**src/rtl/pc_fetch_ctrl_if.sv**
```systemverilog
// pc_fetch_ctrl_if: control inputs from the decoder and PC/status outputs of the fetch stage.
interface pc_fetch_ctrl_if #(parameter int CNT_W = 16);
  logic             run_en;
  logic             branch_taken;
  logic [31:0]      branch_off;
  logic             jump;
  logic [25:0]      jump_idx;
  logic             halt_req;
  logic [31:0]      pc;
  logic [31:0]      pc_plus4;
  logic             fetch_valid;
  logic             halted;
  logic             fault;
  logic [CNT_W-1:0] retired;
  modport master (
    output run_en, branch_taken, branch_off, jump, jump_idx, halt_req,
    input  pc, pc_plus4, fetch_valid, halted, fault, retired
  );
  modport slave (
    input  run_en, branch_taken, branch_off, jump, jump_idx, halt_req,
    output pc, pc_plus4, fetch_valid, halted, fault, retired
  );
endinterface

```
**src/rtl/pc_fetch_ctrl.sv**
```systemverilog
// pc_fetch_ctrl: PC register, next-PC select and run/stall/halt control ahead of instruction memory.
module pc_fetch_ctrl #(
  parameter logic [31:0] RESET_PC   = 32'h0000_0000,
  parameter int          IMEM_WORDS = 32,
  parameter int          CNT_W      = 16
) (
  input logic           clk,
  input logic           rst_n,
  pc_fetch_ctrl_if.slave bus
);
  localparam logic [31:0] LIMIT = 32'(IMEM_WORDS * 4);
  typedef enum logic [1:0] {IDLE, RUN, HALT} state_t;
  state_t           state, state_nxt;
  logic [31:0]      pc_q, pc_nxt, pc_plus4, next_pc;
  logic [CNT_W-1:0] cnt_q, cnt_nxt;
  logic             fault_q, fault_nxt, adv, oor;
  always_ff @(posedge clk or negedge rst_n)
    if (!rst_n) begin
      state   <= IDLE;
      pc_q    <= RESET_PC;
      cnt_q   <= '0;
      fault_q <= 1'b0;
    end else begin
      state   <= state_nxt;
      pc_q    <= pc_nxt;
      cnt_q   <= cnt_nxt;
      fault_q <= fault_nxt;
    end
  // An out-of-range target halts without retiring, and outranks halt_req.
  always_comb begin
    pc_plus4  = pc_q + 32'd4;
    next_pc   = bus.jump ? {pc_plus4[31:28], bus.jump_idx, 2'b00}
              : bus.branch_taken ? pc_plus4 + (bus.branch_off << 2) : pc_plus4;
    oor       = next_pc >= LIMIT;
    adv       = state == RUN && bus.run_en;
    state_nxt = state == IDLE ? (bus.run_en ? RUN : IDLE)
              : state == RUN ? (adv && (oor || bus.halt_req) ? HALT : RUN) : HALT;
    pc_nxt    = adv && !oor ? next_pc : pc_q;
    cnt_nxt   = adv && !oor ? cnt_q + CNT_W'(1) : cnt_q;
    fault_nxt = fault_q | (adv & oor);
  end
  assign bus.pc          = pc_q;
  assign bus.pc_plus4    = pc_plus4;
  assign bus.fetch_valid = state == RUN;
  assign bus.halted      = state == HALT;
  assign bus.fault       = fault_q;
  assign bus.retired     = cnt_q;
endmodule
```
**src/flat_wrapper.sv**
```systemverilog
// flat-port wrapper written by rule: the top's interface ports become plain ports
module pc_fetch_ctrl_flat 
#(
  parameter logic [31:0] RESET_PC   = 32'h0000_0000,
  parameter int          IMEM_WORDS = 32,
  parameter int          CNT_W      = 16
)
  (clk, rst_n, bus_run_en, bus_branch_taken, bus_branch_off, bus_jump, bus_jump_idx, bus_halt_req, bus_pc, bus_pc_plus4, bus_fetch_valid, bus_halted, bus_fault, bus_retired);
  pc_fetch_ctrl_if #(.CNT_W(CNT_W)) bus_i ();
  input logic clk;
  input logic rst_n;
  input wire logic [$bits(bus_i.run_en)-1:0] bus_run_en;
  input wire logic [$bits(bus_i.branch_taken)-1:0] bus_branch_taken;
  input wire logic [$bits(bus_i.branch_off)-1:0] bus_branch_off;
  input wire logic [$bits(bus_i.jump)-1:0] bus_jump;
  input wire logic [$bits(bus_i.jump_idx)-1:0] bus_jump_idx;
  input wire logic [$bits(bus_i.halt_req)-1:0] bus_halt_req;
  output wire logic [$bits(bus_i.pc)-1:0] bus_pc;
  output wire logic [$bits(bus_i.pc_plus4)-1:0] bus_pc_plus4;
  output wire logic [$bits(bus_i.fetch_valid)-1:0] bus_fetch_valid;
  output wire logic [$bits(bus_i.halted)-1:0] bus_halted;
  output wire logic [$bits(bus_i.fault)-1:0] bus_fault;
  output wire logic [$bits(bus_i.retired)-1:0] bus_retired;
  assign bus_i.run_en = bus_run_en;
  assign bus_i.branch_taken = bus_branch_taken;
  assign bus_i.branch_off = bus_branch_off;
  assign bus_i.jump = bus_jump;
  assign bus_i.jump_idx = bus_jump_idx;
  assign bus_i.halt_req = bus_halt_req;
  assign bus_pc = bus_i.pc;
  assign bus_pc_plus4 = bus_i.pc_plus4;
  assign bus_fetch_valid = bus_i.fetch_valid;
  assign bus_halted = bus_i.halted;
  assign bus_fault = bus_i.fault;
  assign bus_retired = bus_i.retired;
  pc_fetch_ctrl #(.RESET_PC(RESET_PC), .IMEM_WORDS(IMEM_WORDS), .CNT_W(CNT_W)) u_core (.clk(clk), .rst_n(rst_n), .bus(bus_i));
endmodule
```
**config.mk**
```make
export PLATFORM = sky130hd
export DESIGN_NAME = pc_fetch_ctrl_flat
export DESIGN_NICKNAME = d
export VERILOG_FILES = /design/src/rtl/pc_fetch_ctrl_if.sv /design/src/rtl/pc_fetch_ctrl.sv /design/src/flat_wrapper.sv
export SDC_FILE = /design/constraint.sdc
export NUM_CORES = 1
export LEC_CHECK = 0
export BUFFER_PORTS_ARGS = -buffer_cell sky130_fd_sc_hd__buf_2
export CORE_MARGIN = 1.5
export CORE_UTILIZATION = 48
export CTS_CLUSTER_DIAMETER = 40
export CTS_CLUSTER_SIZE = 8
export DETAILED_ROUTE_END_ITERATION = 6
export PLACE_DENSITY_LB_ADDON = 0.1
export SYNTH_ARGS = -nofsm -noshare
export SYNTH_HDL_FRONTEND = slang
export SYNTH_SLANG_ARGS = --single-unit
```
**constraint.sdc**
```tcl
create_clock -name clk -period 4.1 [get_ports clk]
set_input_delay 0 -clock clk [delete_from_list [all_inputs] [get_ports clk]]
set_output_delay 0 -clock clk [all_outputs]
set_load 0.02 [all_outputs]
```
==> run metrics, run 1 <==
status=finished, violations left; violated checks=setup timing; WP data arrival=between 4 and 5 ns; startpoint types=flop; EDFF count, synth=0; CTS max path bufs=2; commonest non-fill, non-tap cell in the layout=buf_4; crit-path max FO=7; post-synth cell types=between 60 and 70; dpl ws=-0.3353 ns; CTS tree=done; largest cells by area after synthesis=dfrtp_1 26%, ha_1 8.6%, xnor2_1 7.3%, nand2_1 4.5%, a21oi_1 4.2%; Post-Route WL=between 15000 and 20000 um; Reg-to-Reg Start=u_core.bus.pc[5]$_DFFE_PN0P_; share of cells above drive strength 1=0.4742; Rel. slew slack=0.2789; register-to-register setup slack=-0.17 ns; Routed WL per cell=about 18 um; CP required=~4.3 ns; Die W=just over 100 um; total track usage=0.3349; Worst Setup Path Type=flop to flop; CORE AREA=roughly 9800 um2; synth warn=0; final setup fails=47; register area share after synthesis=0.2649; syn avg cell area=about 8.1 um2; most frequent cells in the layout=156 x buf_4, 144 x buf_2, 56 x nand2_1, 41 x dfrtp_1, 32 x nor2_1; RSZ-0062 raised after global routing=yes; root buf cell=clkbuf_8; # Max-Cap Violations=0; Finished Cell Area=roughly 7600 um2; row count=36; #FFs+latches synth=around 50; switching power=around 0.34 mW; setup TNS=-4.474 ns; clk slew on worst S/H paths=roughly 0.090 ns; die area=approximately 11000 um2; placed cell count=986; Synthesized Nets=about 690; Flop pwr share=0.466; vias in the first global route=5627; Placer Congestion=1.006; number of port buffers=between 100 and 150; clk_lat worst skew=around 0.3 ns; area growth from synthesis to layout=57.09%; fin crit share=1.043; Worst R2R End=u_core.bus.retired[1]$_DFFE_PN0P_; worst hold path class=input port to flop; post-layout min period=roughly 4.3 ns; Synth top area share=0.2649; final cell count without fillers=slightly above 1000; grt ovf=0; Max Clk Rate=approximately 230 MHz; area leader, netlist=dfrtp_1; clock share of power=0.250; Clock Sinks=51; Routed Antenna Nets=0; met2 usage=0.5744; most common flop cell mapped by yosys=dfrtp_1; fin util=0.7742; largest net degree at the start of global routing=52; first-pass GRT wire length=27670 um; clock skew=between 0.01 and 0.015 ns; Power, Total=roughly 1.1 mW; routed via count=roughly 5800; I/O pins=147; register area=approximately 1300 um2; Final HPWL DP=about 14000 um; gr busiest metal=met2; maximum VDD drop=between 0.3 and 0.4 mV; Num CTS Buffers=5; n_diodes=0; PD cells=roughly 150 nW/um2; hold slack=about 0.017 ns; First DRT Iteration DRCs=between 200 and 250; Hold Path Cell Cnt=3; GRT met1 Usage=0.4402; Hold Path End=u_core.bus.pc[4]$_DFFE_PN0P_; # DRC=0; Critical Path End Type=flop; Detailed Routing Iterations Pass 1=5; Worst Tran Pin Value=between 1 and 1.5 ns; Cell Area, Placed=6779 um2; Comb pwr share=0.284; Mapped Area=4817 um2; multi-input logic area=a little under 4000 um2; Int Power=between 0.7 and 0.8 mW; Gate Count Post-Synth=just under 600; Initial Util=0.4928; routed vias/inst=5.701; GR Util met3=0.03696; fill cell total of the finished layout=approximately 750; antenna violations before repair=0; Reg2Reg Depth=17; Die Ht=~100 um; hold path startpoint=bus_jump_idx[2]; max-slew violations=0; Async SR Flop Fraction=1.000; Final Net Count=between 900 and 1000; Worst Slack Setup Final=-0.1745 ns; switch share=0.3054; H-tree levels=2; P_leak=approximately 3.8 nW; Final Hold Vio Count=0
-- synth_stat cells, drive strengths merged (2+ instances only) --
library cell / n
nand3b: 2
nand4b: 3
xor2: 20
nand2b: 3
nand4: 27
nor2b: 28
mux2i: 5
a21oi: 42
and3: 15
a311oi: 5
nor4: 11
a21o: 6
ha: 33
o21a: 7
inv: 20
clkbuf: 12
o211ai: 9
a211oi: 8
mux2: 4
o21bai: 3
o31a: 3
o22a: 2
buf: 11
and2: 6
nand3: 30
o221ai: 2
dfrtp: 51
and4: 2
nor2: 43
o21ai: 37
nor3: 12
nand2: 58
xnor2: 40
or3: 4
or4: 2
a31oi: 7
o22ai: 5
-- worst max-delay path: stages, from the launching register on --
cell and delay (ns):
dfrtp_1 0.45, nand4_4 0.16, buf_4 0.20, buf_4 0.12, nor2_1 0.10, xor2_1 0.28
ha_1 0.34, a21oi_1 0.23, o211ai_1 0.22, a21oi_2 0.25, nor2_2 0.06, xnor2_1 0.21
a311oi_2 0.18, nor4_2 0.36, nand4_2 0.20, nor3_4 0.31, buf_6 0.19, mux2_4 0.30
-- power by group through the flow --
stage,logic [mW],clock network [mW],registers [mW]
2_1_floorplan,0.143,0,0.530
3_3_place_gp,0.271,0,0.525
3_5_place_dp,0.275,0,0.525
4_1_cts,0.294,0.281,0.515
5_1_grt,0.340,0.307,0.518
6_report,0.315,0.277,0.517
-- sequential cells by signal, indices dropped and copies added (netlist names) --
| signal | cells |
|---|---|
| u_core.bus.fault | 1 |
| u_core.bus.pc | 32 |
| u_core.bus.retired | 16 |
| u_core.state | 2 |
-- cell families after synthesis --
group	count (synthesis)	synth area share
AOI/OAI and AO/OA	149	0.1987
muxes	9	0.01974
DFF	51	0.2649
adders and majority gates	34	0.08987
and+or+nand+nor	249	0.2764
xor gates and xnor gates	60	0.1091
buffers and inverters	43	0.04130
-- worst max path at each step --
stage                                 startpoint                                 end  cells past startpoint
detailed placement  u_core.bus.pc[2]$_DFFE_PN0P_   u_core.bus.retired[1]$_DFFE_PN0P_                     18
global placement    u_core.bus.pc[2]$_DFFE_PN0P_        u_core.bus.pc[3]$_DFFE_PN0P_                     18
CTS                 u_core.bus.pc[9]$_DFFE_PN0P_  u_core.bus.retired[10]$_DFFE_PN0P_                     19
floorplan           u_core.bus.pc[8]$_DFFE_PN0P_   u_core.bus.retired[3]$_DFFE_PN0P_                     22
global route        u_core.bus.pc[9]$_DFFE_PN0P_   u_core.bus.retired[2]$_DFFE_PN0P_                     19
finish              u_core.bus.pc[5]$_DFFE_PN0P_   u_core.bus.retired[1]$_DFFE_PN0P_                     17
-- cell type report --
class | instances | share of cell area
sequential | 51 | 0.1703
tap | 133 | 0.02199
clock inverter | 2 | 0.001653
clock buffer | 6 | 0.009590
inverter | 20 | 0.009921
timing repair buffer | 310 | 0.2644
multi-input combinational | 501 | 0.5222
-- timing repair --
item | CTS | global route
cloned | 2 | 0
pin swaps | 22 | 47
endpoints found under the setup margin | 51 | 51
setup buffers | 16 | 15
endpoints found under the hold margin | 53 | 0
hold buffers | 3 | 0
gates resized for setup | 49 | 47
-- per-layer routing --
layer | share of wire | up-vias
met1 | 0.41 | 2779
met2 | 0.49 | 236
li1 | - | 2768
met3 | 0.070 | 49
met5 | 0 | -
met4 | 0.027 | 0
Note: power is estimated with default switching activity, not from simulation.
==> run 2: changes to the inputs <==
==> constraint.sdc (replaced) <==
create_clock -name clk -period 4.1 [get_ports clk]
set_input_delay 0.82 -clock clk [delete_from_list [all_inputs] [get_ports clk]]
set_output_delay 0.82 -clock clk [all_outputs]
set_load 0.02 [all_outputs]
==> run metrics, run 2 (synthesis gave the netlist of run 1 again) <==
Cell Area, Placed=around 7000 um2; Reg2Reg Depth=19; Worst Tran Pin Value=roughly 1.1 ns; Routed WL per cell=around 20 um; PD cells=between 100 and 150 nW/um2; status=finished, violations left; register-to-register setup slack=-0.30 ns; multi-input logic area=4295 um2; max-slew violations=0; Worst Slack Setup Final=-0.2957 ns; Final HPWL DP=roughly 14000 um; CP endpoint=u_core.bus.retired[1]$_DFFE_PN0P_; Flop pwr share=0.439; P_leak=roughly 4.1 nW; RSZ-0062 raised after global routing=yes; root buf cell=clkbuf_8; register area=roughly 1300 um2; CP startpoint=u_core.bus.pc[7]$_DFFE_PN0P_; H-tree levels=2; total track usage=0.3537; vias in the first global route=5904; clock share of power=0.266; Final Net Count=~1000; clock skew=0.006296 ns; clk slew on worst S/H paths=0.09 ns; Critical Path End Type=flop; Comb pwr share=0.295; Post-Route WL=about 21000 um; most frequent cells in the layout=201 x buf_4, 144 x buf_2, 49 x nand2_1, 41 x dfrtp_1, 30 x nor2_1; crit-path max FO=8; dpl ws=-0.3711 ns; max FFs per register=32; clk_lat worst skew=slightly above 0.3 ns; I/O pins=approximately 150; CTS tree=done; commonest non-fill, non-tap cell in the layout=buf_4; hold slack=0.4869 ns; First DRT Iteration DRCs=roughly 400; switch share=0.3142; Num CTS Buffers=5; Clock Sinks=slightly above 50; largest net degree at the start of global routing=52; post-layout min period=about 4.4 ns; startpoint types=flop; Initial Util=0.4928; Reg-to-Reg Start=u_core.bus.pc[7]$_DFFE_PN0P_; CORE AREA=9774 um2; # DRC=0; die area=roughly 11000 um2; Final Hold Vio Count=0; Die W=103.2 um; number of port buffers=144; Finished Cell Area=about 8300 um2; row count=36; final setup fails=51; Rel. slew slack=0.2707; placed cell count=between 1000 and 1500; Placer Congestion=~0.98; routed vias/inst=~5.9; final cell count without fillers=~1100; antenna violations before repair=0; first-pass GRT wire length=between 20000 and 30000 um; n_diodes=0; grt ovf=0; Worst R2R End=u_core.bus.retired[1]$_DFFE_PN0P_; worst hold path class=flop to flop; fill cell total of the finished layout=about 580; fin crit share=1.072; CP required=about 4.3 ns; # Max-Cap Violations=0; share of cells above drive strength 1=0.5545; WP data arrival=4.60 ns; Worst Setup Path Type=flop to flop; routed via count=about 6300; Die Ht=103.2 um; CTS max path bufs=2; violated checks=setup timing; maximum VDD drop=between 0.2 and 0.3 mV; Int Power=0.8059 mW; switching power=around 0.37 mW; Routed Antenna Nets=0; Detailed Routing Iterations Pass 1=5; Power, Total=around 1.2 mW; area growth from synthesis to layout=72.21%; Max Clk Rate=227.5 MHz
run 2: cell count changes in the layout (fill, tap and decap cells not counted), sizes merged:
cell | before | now
clkinvlp | 1 | 0
clkbuf | 6 | 8
buf | 307 | 355
dlygate4sd3 | 3 | 0
run 2: worst min-delay path by stage:
| stage | start | end | slack, ns | depth (start not counted) |
|---|---|---|---|---|
| 3_5_place_dp | u_core.bus.retired[9]$_DFFE_PN0P_ | u_core.bus.retired[9]$_DFFE_PN0P_ | 0.47 | 1 |
| 2_1_floorplan | u_core.state[1]$_DFF_PN0_ | u_core.state[1]$_DFF_PN0_ | 0.49 | 1 |
| 6_report | u_core.bus.retired[9]$_DFFE_PN0P_ | u_core.bus.retired[9]$_DFFE_PN0P_ | 0.49 | 1 |
| 5_1_grt | u_core.bus.retired[7]$_DFFE_PN0P_ | u_core.bus.retired[7]$_DFFE_PN0P_ | 0.52 | 1 |
| 3_3_place_gp | u_core.bus.retired[15]$_DFFE_PN0P_ | u_core.bus.retired[15]$_DFFE_PN0P_ | 0.45 | 1 |
| 4_1_cts | u_core.bus.retired[9]$_DFFE_PN0P_ | u_core.bus.retired[9]$_DFFE_PN0P_ | 0.49 | 1 |
run 2: layer usage:
metal	part of all wire	global-route usage
met2	0.49	0.6245
met1	0.37	0.4393
met5	0	0
met3	0.079	0.04570
met4	0.059	0.1414
run 2: stage by stage:
stage / TNS [ns] / utilization
floorplan: -3.589 / -
global placement: -9.693 / 0.7168
detailed placement: -12.84 / 0.7168
CTS: -0.3093 / 0.7873
global route: -20.37 / 0.8487
finish: -10.60 / 0.8487
run 2: timing repair:
item | 4_1_cts | 5_1_grt
pin swaps | 53 | 57
cloned | 0 | 1
endpoints found under the setup margin | 51 | 51
setup buffers | 21 | 22
hold buffers | 0 | 0
resized for setup | 86 | 81
run 2: power groups by stage:
| stage | clock [mW] | combinational, mW | sequential, mW |
|---|---|---|---|
| global route | 0.328 | 0.370 | 0.516 |
| floorplan | 0 | 0.143 | 0.530 |
| detailed placement | 0 | 0.289 | 0.525 |
| CTS | 0.310 | 0.314 | 0.515 |
| global placement | 0 | 0.284 | 0.525 |
| finish | 0.313 | 0.347 | 0.515 |
run 2: cell type report:
type	instances	share of cell area
timing repair buffer	356	0.2863
multi-input combinational	501	0.5178
clock inverter	1	0.001056
inverter	20	0.009050
tap	133	0.02006
sequential	51	0.1554
clock buffer	7	0.01041
run 2: worst max-delay path, stage by stage (launching register included):
cell and delay, ns:
dfrtp_2 0.37, nand4_1 0.18, buf_4 0.20, nor4_4 0.27, buf_4 0.19, nand3_2 0.10
xnor2_2 0.31, ha_4 0.28, nand2_2 0.11, buf_4 0.12, nor2_2 0.05, a21oi_2 0.14
nor3_2 0.05, a211o_1 0.28, nand4bb_1 0.25, nor4_2 0.35, nand4_2 0.23, nor3_4 0.31
buf_6 0.20, mux2_4 0.30
